File: config.mk
export PLATFORM = sky130hd
export DESIGN_NAME = event_sequencer_flat
export DESIGN_NICKNAME = d
export VERILOG_FILES = /design/src/rtl/event_sequencer_if.sv /design/src/rtl/event_sequencer.sv /design/src/flat_wrapper.sv
export SDC_FILE = /design/constraint.sdc
export NUM_CORES = 2
export LEC_CHECK = 0
export BUFFER_PORTS_ARGS = -buffer_cell sky130_fd_sc_hd__buf_4
export CAP_MARGIN = 30
export CORE_MARGIN = 2
export CORE_UTILIZATION = 50
export DETAILED_ROUTE_END_ITERATION = 10
export HOLD_SLACK_MARGIN = 0.05
export PLACE_DENSITY = 0.66
export SETUP_SLACK_MARGIN = 0.5
export SYNTH_ARGS = -nofsm -noshare
export SYNTH_HDL_FRONTEND = slang
export SYNTH_SLANG_ARGS = --single-unit
File: constraint.sdc
create_clock -name clk -period 37.8 [get_ports clk]
set_clock_uncertainty 0.2 [all_clocks]
set_input_delay 3.78 -clock clk [delete_from_list [all_inputs] [get_ports clk]]
set_output_delay 3.78 -clock clk [all_outputs]
set_load 0.005 [all_outputs]
File: src/rtl/event_sequencer_if.sv
// Configuration write port of the event sequencer.
// The master drives one register write per cycle.
interface event_sequencer_if #(
    parameter int unsigned ADDR_W = 5,
    parameter int unsigned DATA_W = 32
) ();
    logic              cfg_we;
    logic [ADDR_W-1:0] cfg_addr;
    logic [DATA_W-1:0] cfg_wdata;

    modport master (output cfg_we, cfg_addr, cfg_wdata);
    modport slave  (input  cfg_we, cfg_addr, cfg_wdata);
endinterface

File: src/rtl/event_sequencer.sv
// Programmable frame-counter sequencer.
// Produces per-channel strobes and enable windows from runtime-written compare registers.
module event_sequencer #(
    parameter int unsigned           CNT_WIDTH  = 32,
    parameter int unsigned           NUM_CH     = 4,
    parameter logic [CNT_WIDTH-1:0]  PERIOD_DEF = CNT_WIDTH'(1000000000),
    parameter int unsigned           ADDR_W     = 5
) (
    input  logic                 clk,
    input  logic                 arst,
    event_sequencer_if.slave     cfg,
    input  logic                 start,
    input  logic                 stop,
    output logic [NUM_CH-1:0]    pulse,
    output logic [NUM_CH-1:0]    level,
    output logic [CNT_WIDTH-1:0] cnt,
    output logic                 wrap,
    output logic                 busy
);
    typedef enum logic {StIdle, StRun} state_e;

    state_e                state_q, state_d;
    logic [CNT_WIDTH-1:0]  cnt_q, cnt_d;
    logic [CNT_WIDTH-1:0]  period_q, period_d;
    logic                  mode_q, mode_d;
    logic [CNT_WIDTH-1:0]  pulse_at_q [NUM_CH];
    logic [CNT_WIDTH-1:0]  pulse_at_d [NUM_CH];
    logic [CNT_WIDTH-1:0]  on_at_q [NUM_CH];
    logic [CNT_WIDTH-1:0]  on_at_d [NUM_CH];
    logic [CNT_WIDTH-1:0]  off_at_q [NUM_CH];
    logic [CNT_WIDTH-1:0]  off_at_d [NUM_CH];
    logic [NUM_CH-1:0]     pulse_en_q, pulse_en_d;
    logic [NUM_CH-1:0]     level_en_q, level_en_d;
    logic [NUM_CH-1:0]     pulse_q, pulse_d;
    logic [NUM_CH-1:0]     level_q, level_d;
    logic                  wrap_q, wrap_d;

    logic [CNT_WIDTH-1:0]  period_eff;
    logic                  frame_end;

    always_comb begin
        period_d   = period_q;
        mode_d     = mode_q;
        pulse_at_d = pulse_at_q;
        on_at_d    = on_at_q;
        off_at_d   = off_at_q;
        pulse_en_d = pulse_en_q;
        level_en_d = level_en_q;
        if (cfg.cfg_we) begin
            for (int c = 0; c < NUM_CH; c++) begin
                if (cfg.cfg_addr == ADDR_W'(4 * c))     pulse_at_d[c] = cfg.cfg_wdata;
                if (cfg.cfg_addr == ADDR_W'(4 * c + 1)) on_at_d[c]    = cfg.cfg_wdata;
                if (cfg.cfg_addr == ADDR_W'(4 * c + 2)) off_at_d[c]   = cfg.cfg_wdata;
                if (cfg.cfg_addr == ADDR_W'(4 * c + 3)) begin
                    pulse_en_d[c] = cfg.cfg_wdata[0];
                    level_en_d[c] = cfg.cfg_wdata[1];
                end
            end
            if (cfg.cfg_addr == ADDR_W'(4 * NUM_CH))     period_d = cfg.cfg_wdata;
            if (cfg.cfg_addr == ADDR_W'(4 * NUM_CH + 1)) mode_d   = cfg.cfg_wdata[0];
        end
    end

    // A PERIOD written below the running count lets the counter roll over at all-ones.
    assign period_eff = (period_q < CNT_WIDTH'(2)) ? CNT_WIDTH'(2) : period_q;
    assign frame_end  = (cnt_q == period_eff - CNT_WIDTH'(1)) || (cnt_q == '1);

    always_comb begin
        state_d = state_q;
        cnt_d   = cnt_q;
        wrap_d  = 1'b0;
        pulse_d = '0;
        level_d = level_q;
        unique case (state_q)
            StIdle: begin
                cnt_d   = '0;
                level_d = '0;
                if (start && !stop) state_d = StRun;
            end
            StRun: begin
                if (stop) begin
                    state_d = StIdle;
                    cnt_d   = '0;
                    level_d = '0;
                end else begin
                    cnt_d  = frame_end ? '0 : cnt_q + CNT_WIDTH'(1);
                    wrap_d = frame_end;
                    for (int c = 0; c < NUM_CH; c++) begin
                        if (pulse_en_q[c] && cnt_q == pulse_at_q[c] && pulse_at_q[c] < period_eff)
                            pulse_d[c] = 1'b1;
                        // Clear has priority so ON_AT == OFF_AT never opens a window.
                        if (!level_en_q[c] ||
                            (cnt_q == off_at_q[c] && off_at_q[c] < period_eff))
                            level_d[c] = 1'b0;
                        else if (cnt_q == on_at_q[c] && on_at_q[c] < period_eff)
                            level_d[c] = 1'b1;
                    end
                    if (frame_end && !mode_q) begin
                        state_d = StIdle;
                        level_d = '0;
                        pulse_d = '0;
                    end
                end
            end
            default: state_d = StIdle;
        endcase
    end

    always_ff @(posedge clk or posedge arst) begin
        if (arst) begin
            state_q    <= StIdle;
            cnt_q      <= '0;
            period_q   <= PERIOD_DEF;
            mode_q     <= 1'b1;
            pulse_en_q <= '0;
            level_en_q <= '0;
            pulse_q    <= '0;
            level_q    <= '0;
            wrap_q     <= 1'b0;
            for (int c = 0; c < NUM_CH; c++) begin
                pulse_at_q[c] <= '0;
                on_at_q[c]    <= '0;
                off_at_q[c]   <= '0;
            end
        end else begin
            state_q    <= state_d;
            cnt_q      <= cnt_d;
            period_q   <= period_d;
            mode_q     <= mode_d;
            pulse_en_q <= pulse_en_d;
            level_en_q <= level_en_d;
            pulse_q    <= pulse_d;
            level_q    <= level_d;
            wrap_q     <= wrap_d;
            for (int c = 0; c < NUM_CH; c++) begin
                pulse_at_q[c] <= pulse_at_d[c];
                on_at_q[c]    <= on_at_d[c];
                off_at_q[c]   <= off_at_d[c];
            end
        end
    end

    assign pulse = pulse_q;
    assign level = level_q;
    assign cnt   = cnt_q;
    assign wrap  = wrap_q;
    assign busy  = (state_q == StRun);
endmodule

File: src/flat_wrapper.sv
// flat-port wrapper written by rule: the top's interface ports become plain ports
module event_sequencer_flat 
#(
    parameter int unsigned           CNT_WIDTH  = 32,
    parameter int unsigned           NUM_CH     = 4,
    parameter logic [CNT_WIDTH-1:0]  PERIOD_DEF = CNT_WIDTH'(1000000000),
    parameter int unsigned           ADDR_W     = 5
)
  (clk, arst, start, stop, pulse, level, cnt, wrap, busy, cfg_cfg_we, cfg_cfg_addr, cfg_cfg_wdata);
  event_sequencer_if #(.ADDR_W(ADDR_W), .DATA_W((32))) cfg_i ();
  input  logic clk;
  input  logic arst;
  input  logic start;
  input  logic stop;
  output logic [NUM_CH-1:0] pulse;
  output logic [NUM_CH-1:0] level;
  output logic [CNT_WIDTH-1:0] cnt;
  output logic wrap;
  output logic busy;
  input wire logic [$bits(cfg_i.cfg_we)-1:0] cfg_cfg_we;
  input wire logic [$bits(cfg_i.cfg_addr)-1:0] cfg_cfg_addr;
  input wire logic [$bits(cfg_i.cfg_wdata)-1:0] cfg_cfg_wdata;
  assign cfg_i.cfg_we = cfg_cfg_we;
  assign cfg_i.cfg_addr = cfg_cfg_addr;
  assign cfg_i.cfg_wdata = cfg_cfg_wdata;
  event_sequencer #(.CNT_WIDTH(CNT_WIDTH), .NUM_CH(NUM_CH), .PERIOD_DEF(PERIOD_DEF), .ADDR_W(ADDR_W)) u_core (.clk(clk), .arst(arst), .cfg(cfg_i), .start(start), .stop(stop), .pulse(pulse), .level(level), .cnt(cnt), .wrap(wrap), .busy(busy));
endmodule
Word level (Yosys, flattened, before mapping)
Index checks and enable logic that the tools add are counted.

storage, ports and cells
  register bits = 467
  bits of input ports = 42

operators by class
  magnitude comparators = 13
  equal/unequal tests = 35
  add/subtract/negate cells = 2
  reduce and logical (&&, ||, !) cells = 48
  bitwise logic cells = 1
  muxes and demuxes = 28

operators by type and width
  cell                                                         number
  equality test 32 bit                                         13
  less-than comparator 32 bit                                  12
  two-way mux 32 bit                                           3
  one-hot mux 32 bit (2 select lines)                          1
  equality test 5 x 4 -> 1 bit, second input constant          8
  AND reduction 2 bit                                          18
  adder 32 x 1 -> 32 bit, second input constant                1
  equality test 32 bit, second input constant                  1
  less-than comparator 32 x 2 -> 1 bit, second input constant  1
  subtractor 32 x 1 -> 32 bit, second input constant           1
  equality test 5 x 3 -> 1 bit, second input constant          4
  two-way mux 4 bit                                            5
  != test 5 bit, second input constant                         4
  logical AND 1 bit                                            18
  two-way mux 1 bit                                            17
  equality test 5 x 2 -> 1 bit, second input constant          2
  equality test 5 bit, second input constant                   2
  one-hot mux 4 bit (2 select lines)                           1
  logical NOT 1 bit                                            6
  equality test 5 x 1 -> 1 bit, second input constant          1
  logical NOT 5 bit                                            1
  logical OR 1 bit                                             5
  one-hot mux 1 bit (2 select lines)                           1
  inverter 1 bit                                               1

Logic depth before layout (Yosys ltp)
  depth after elaboration = 9
  depth in mapped cells = 15
  depth with buffers taken out = 13

Worst setup path before layout
No wires, ideal clock.

  kind = input to register
  start = input cfg_cfg_we
  end = register u_core.off_at_q[0] in the netlist's numbering
  stages on the path = 6
  path buffers = 2
  arrival = 5.136 ns
  slack = 32.339 ns
  setup time = 0.125 ns
  path through = nor2b_1 > nand3_1 > nor2b_1 > clkbuf_1 > buf_1 > mux2_2

between the ends
  word-level cells in the longest chain between the ends = 1

RTL lines
  item                             RTL line                source
  from (decl)                      flat_wrapper.sv:20      input wire logic [$bits(cfg_i.cfg_we)-1:0] cfg_cfg_we;
  AND reduction 2 bit (no line)    -
  to (signal, indexed assignment)  event_sequencer.sv:138  off_at_q[c] <= off_at_d[c];
  to (decl)                        event_sequencer.sv:30   logic [CNT_WIDTH-1:0] off_at_q [NUM_CH];

Every way passes these cells.
A chain may end at the register's enable or synchronous reset.

Final worst setup path
  start = register u_core.period_q[16]
  end = register u_core.level_q[2], in the netlist u_core.level[2]

between the ends
  word-level cells in the longest chain between the ends = 9
  elaborated cells between the ends (all ways) = 16
  classes of those cells = 1 x add/sub; 3 x order compare; 2 x eq/ne; 5 x mux; 5 x reduce/logical

RTL lines
  item                                                                               RTL line                                      source
  from (decl)                                                                        event_sequencer.sv:24                         logic [CNT_WIDTH-1:0] period_q, period_d;
  from (signal assigned)                                                             event_sequencer.sv:128                        period_q <= period_d;
  less-than comparator 32 x 2 -> 1 bit                                               event_sequencer.sv:65                         assign period_eff = (period_q < CNT_WIDTH'(2)) ? CNT_WIDTH'(2) : period_q;
  two-way mux 32 bit *                                                               event_sequencer.sv:65
  subtractor 32 x 1 -> 32 bit / less-than comparator 32 bit (equally long branches)  event_sequencer.sv:66, event_sequencer.sv:93
  equality test 32 bit / logical AND 1 bit (equally long branches)                   event_sequencer.sv:66, event_sequencer.sv:93
  logical OR 1 bit, on equally long branches                                         event_sequencer.sv:66, event_sequencer.sv:92
  logical AND 1 bit / two-way mux 1 bit (equally long branches)                      event_sequencer.sv:98, event_sequencer.sv:92
  two-way mux 4 bit                                                                  event_sequencer.sv:98                         if (frame_end && !mode_q) begin
  two-way mux 4 bit                                                                  event_sequencer.sv:81                         if (stop) begin
  one-hot mux 4 bit (2 select lines)                                                 event_sequencer.sv:74                         unique case (state_q)
  to (signal assigned)                                                               event_sequencer.sv:133                        level_q <= level_d;
  to (decl)                                                                          event_sequencer.sv:35                         logic [NUM_CH-1:0] level_q, level_d;

Every way passes the cells marked *; elsewhere a longest branch is shown, timed or not.

==> impl_metrics.env <==
export IMPL_clockRootBuffer="clkbuf_16"
export IMPL_viasPerCell=6.75
export IMPL_synthCells=2865
export IMPL_startpoint_type="flop"
export IMPL_fin_crit_ns=5.97
export IMPL_min_path_type="reg -> reg"
export IMPL_final_setup_viol_count=0
export IMPL_die_w_microns=255
export IMPL_fp_dieArea_sq_um=65200
export IMPL_htreeDepth=2
export IMPL_timing_final_crit_share=0.158
export IMPL_crit_reg2reg_launch="u_core.period_q[16]"
export IMPL_port_buffers=83
export IMPL_ys_types=73
export IMPL_whs_path_depth=1
export IMPL_crit_type="reg -> reg"
export IMPL_grt_max_degree=168
export IMPL_cts_buffer_depth=3
export IMPL_rows=92
export IMPL_cp_required_ns=38.07
export IMPL_final_nets=3353
export IMPL_cts_resized_gates=0
export IMPL_post_cts_setup_buffer_count=0
export IMPL_gp_congestion=1.01
export IMPL_critPathCaptureType="flop"
export IMPL_initial_core_util=0.504
export IMPL_cts_tree="done"
export IMPL_r2r_slack_ns=31.83
export IMPL_clkLatencyLatePin_ns=0.63
export IMPL_powerDensity_nw_per_um2=55.9
export IMPL_seq_area_frac_synth=0.370
export IMPL_cp_data_arrival_time_ns=6.24
export IMPL_clkTransAtPathRegs_ns=0.06
export IMPL_whs_endpoint="u_core.level_en_q[0]"
export IMPL_leakage_nw=16.7
export IMPL_worstHoldStart="u_core.level_en_q[0]"
export IMPL_grt_pass1_wl_microns=186000
export IMPL_crit_fanout=9
export IMPL_syn_num_nets=3281
export IMPL_grt_overflow_total=0
export IMPL_route_detailed_drc=0
export IMPL_die_y_microns=255
export IMPL_hpwlAfterDp_microns=85100
export IMPL_area_delta_synth_final_pct=11.9
export IMPL_status="finished, final reports clean"
export IMPL_avgSynthCellArea_sq_um=11.0
export IMPL_cts_buffers_inserted=55
export IMPL_routedWlPerCell_microns=34.3
export IMPL_dr_pass1_iters=8
export IMPL_synth_seq_cells=467
export IMPL_routed_wl_microns=131000
export IMPL_vias=25800
export IMPL_slew_limit_headroom=0.247
export IMPL_hold_viol_final=0
export IMPL_clock_sinks=467
export IMPL_yosys_warnings=0
export IMPL_postLayoutCoreUtil=0.564
export IMPL_hold_buffers=0
export IMPL_globalRouteTotalUtil=0.399
export IMPL_r2r_worst_path_cells=14
export IMPL_grt_pass1_vias=25900
export IMPL_core_area_sq_um=62700
export IMPL_max_cap_violations=0
export IMPL_fmax_ghz=0.167
export IMPL_worst_pin_slew_ns=1.13
export IMPL_rsz0062_at_grt="no"
export IMPL_final_layout_size_suffix_gt1_frac=0.242
export IMPL_async_flop_share=1.00
export IMPL_synth_cell_area_sq_um=31600
export IMPL_ir_worst_vdd_mv=0.0416
export IMPL_antenna_found_initial=11
export IMPL_final_max_slew_viol_count=0
export IMPL_drtAntennaViolNets=0
export IMPL_num_io_pins=84
export IMPL_rr_endpoint="u_core.level[2]"
export IMPL_synth_edf_count=0
export IMPL_synth_main_ff_cell="dfrtp_1"
export IMPL_setup_tns_ns=0
export IMPL_first_iter_violations=3347
## cells by family after synthesis
kind of cell | Yosys count | synth area share
simple gates | 577 | 0.101
flops | 467 | 0.370
xor+xnor | 452 | 0.125
mux | 427 | 0.152
fa+ha+maj | 374 | 0.148
compound gates | 370 | 0.0789
buf+inv | 198 | 0.0242
## power breakdown
group / total [mW] / switching, mW / internal [mW]
clock network: 0.573 / 0.231 / 0.343
logic: 0.700 / 0.396 / 0.304
registers: 0.702 / 0.110 / 0.592
total: 1.98 / 0.736 / 1.24
## layout by cell type, fill, tap and decap left out, types with 23 or more instances in the layout
| cell type | count |
|---|---|
| nand3_1 | 47 |
| a21oi_1 | 83 |
| nor2_1 | 102 |
| nand4_1 | 150 |
| inv_1 | 45 |
| xnor2_1 | 233 |
| mux2_2 | 425 |
| dfrtp_1 | 453 |
| buf_4 | 162 |
| nand2_1 | 63 |
| xor2_1 | 219 |
| ha_1 | 374 |
| a21o_1 | 95 |
| nor2b_1 | 23 |
| nor4_1 | 64 |
| o21ai_0 | 70 |
| nor3_1 | 52 |
| clkbuf_16 | 55 |
## stage by stage
step,cells,power (mW),area [sq um],hold slack [ns],worst slack (ns)
final,3828,1.98,35400,0.337,31.83
after global routing,3826,2.07,35400,0.350,31.50
after CTS,3825,1.96,35300,0.330,31.80
after detailed placement,3725,1.38,33400,0.316,31.15
after global placement,3722,1.35,33300,0.298,31.19
after floorplan,2865,1.13,31600,0.272,20.82
## worst max-delay path, stage by stage, from the launching register on
cell and delay (ns):
dfrtp_1 0.46, nor3_2 0.54, nand4_1 0.35, o41ai_2 0.38, buf_4 0.35, ha_1 0.32, nor2b_1 0.32, nand3_2 0.14
or4b_1 0.55, a2111oi_0 0.47, nand4_1 0.15, or4_4 0.67, o31ai_4 0.44, buf_4 0.35, nor3_1 0.10
## sequential cells by signal, summed over array words and instances (netlist names)
name / cells
u_core.off_at_q: 128
u_core.on_at_q: 128
u_core.pulse_at_q: 128
u_core.cnt: 32
u_core.period_q: 32
u_core.level: 4
u_core.level_en_q: 4
u_core.pulse: 4
u_core.pulse_en_q: 4
u_core.busy: 1
u_core.mode_q: 1
u_core.wrap: 1
## final cells by class
| class | instances | area [sq um] |
|---|---|---|
| Tap cell | 846 | 1060 |
| Multi-Input combinational cell | 2200 | 19100 |
| Inverter | 46 | 180 |
| Clock buffer | 74 | 1600 |
| Sequential cell | 467 | 11700 |
| Timing Repair Buffer | 167 | 1350 |
| Antenna cell | 2 | 5.00 |
| Fill cell | 5365 | 27400 |
| Clock inverter | 26 | 329 |
## cell usage after synthesis, drive strengths merged, types with 57 or more instances
master | instances | area share
dfrtp | 453 | 0.36
a21oi | 83 | 0.013
xnor2 | 233 | 0.065
o21ai | 71 | 0.011
nor2 | 102 | 0.012
mux2 | 425 | 0.15
xor2 | 219 | 0.061
a21o | 95 | 0.023
nand2 | 63 | 0.0075
nor4 | 66 | 0.013
clkbuf | 96 | 0.011
nor3 | 57 | 0.010
ha | 374 | 0.15
nand4 | 151 | 0.030
## routing by layer
| layer | vias to the layer above | part of all wire | wire length, microns | GRT usage |
|---|---|---|---|---|
| met5 | - | 0.00013 | 17 | 0 |
| met4 | 2 | 0.086 | 11300 | 0.287 |
| met3 | 508 | 0.11 | 14700 | 0.0948 |
| met2 | 1604 | 0.42 | 55500 | 0.592 |
| met1 | 13000 | 0.38 | 49700 | 0.509 |
| li1 | 10700 | - | - | - |
## worst max-delay path by stage
stage	end	slack [ns]	cells past startpoint	startpoint
floorplan	u_core.busy	20.82	1	arst
global placement	u_core.pulse_en_q[2]	31.19	4	arst
detailed placement	u_core.on_at_q[93]	31.15	4	arst
CTS	u_core.level_en_q[1]	31.80	4	arst
global route	u_core.on_at_q[92]	31.50	4	arst
finish	u_core.level[2]	31.83	14	u_core.period_q[16]
(Power assumes the default switching activity.)
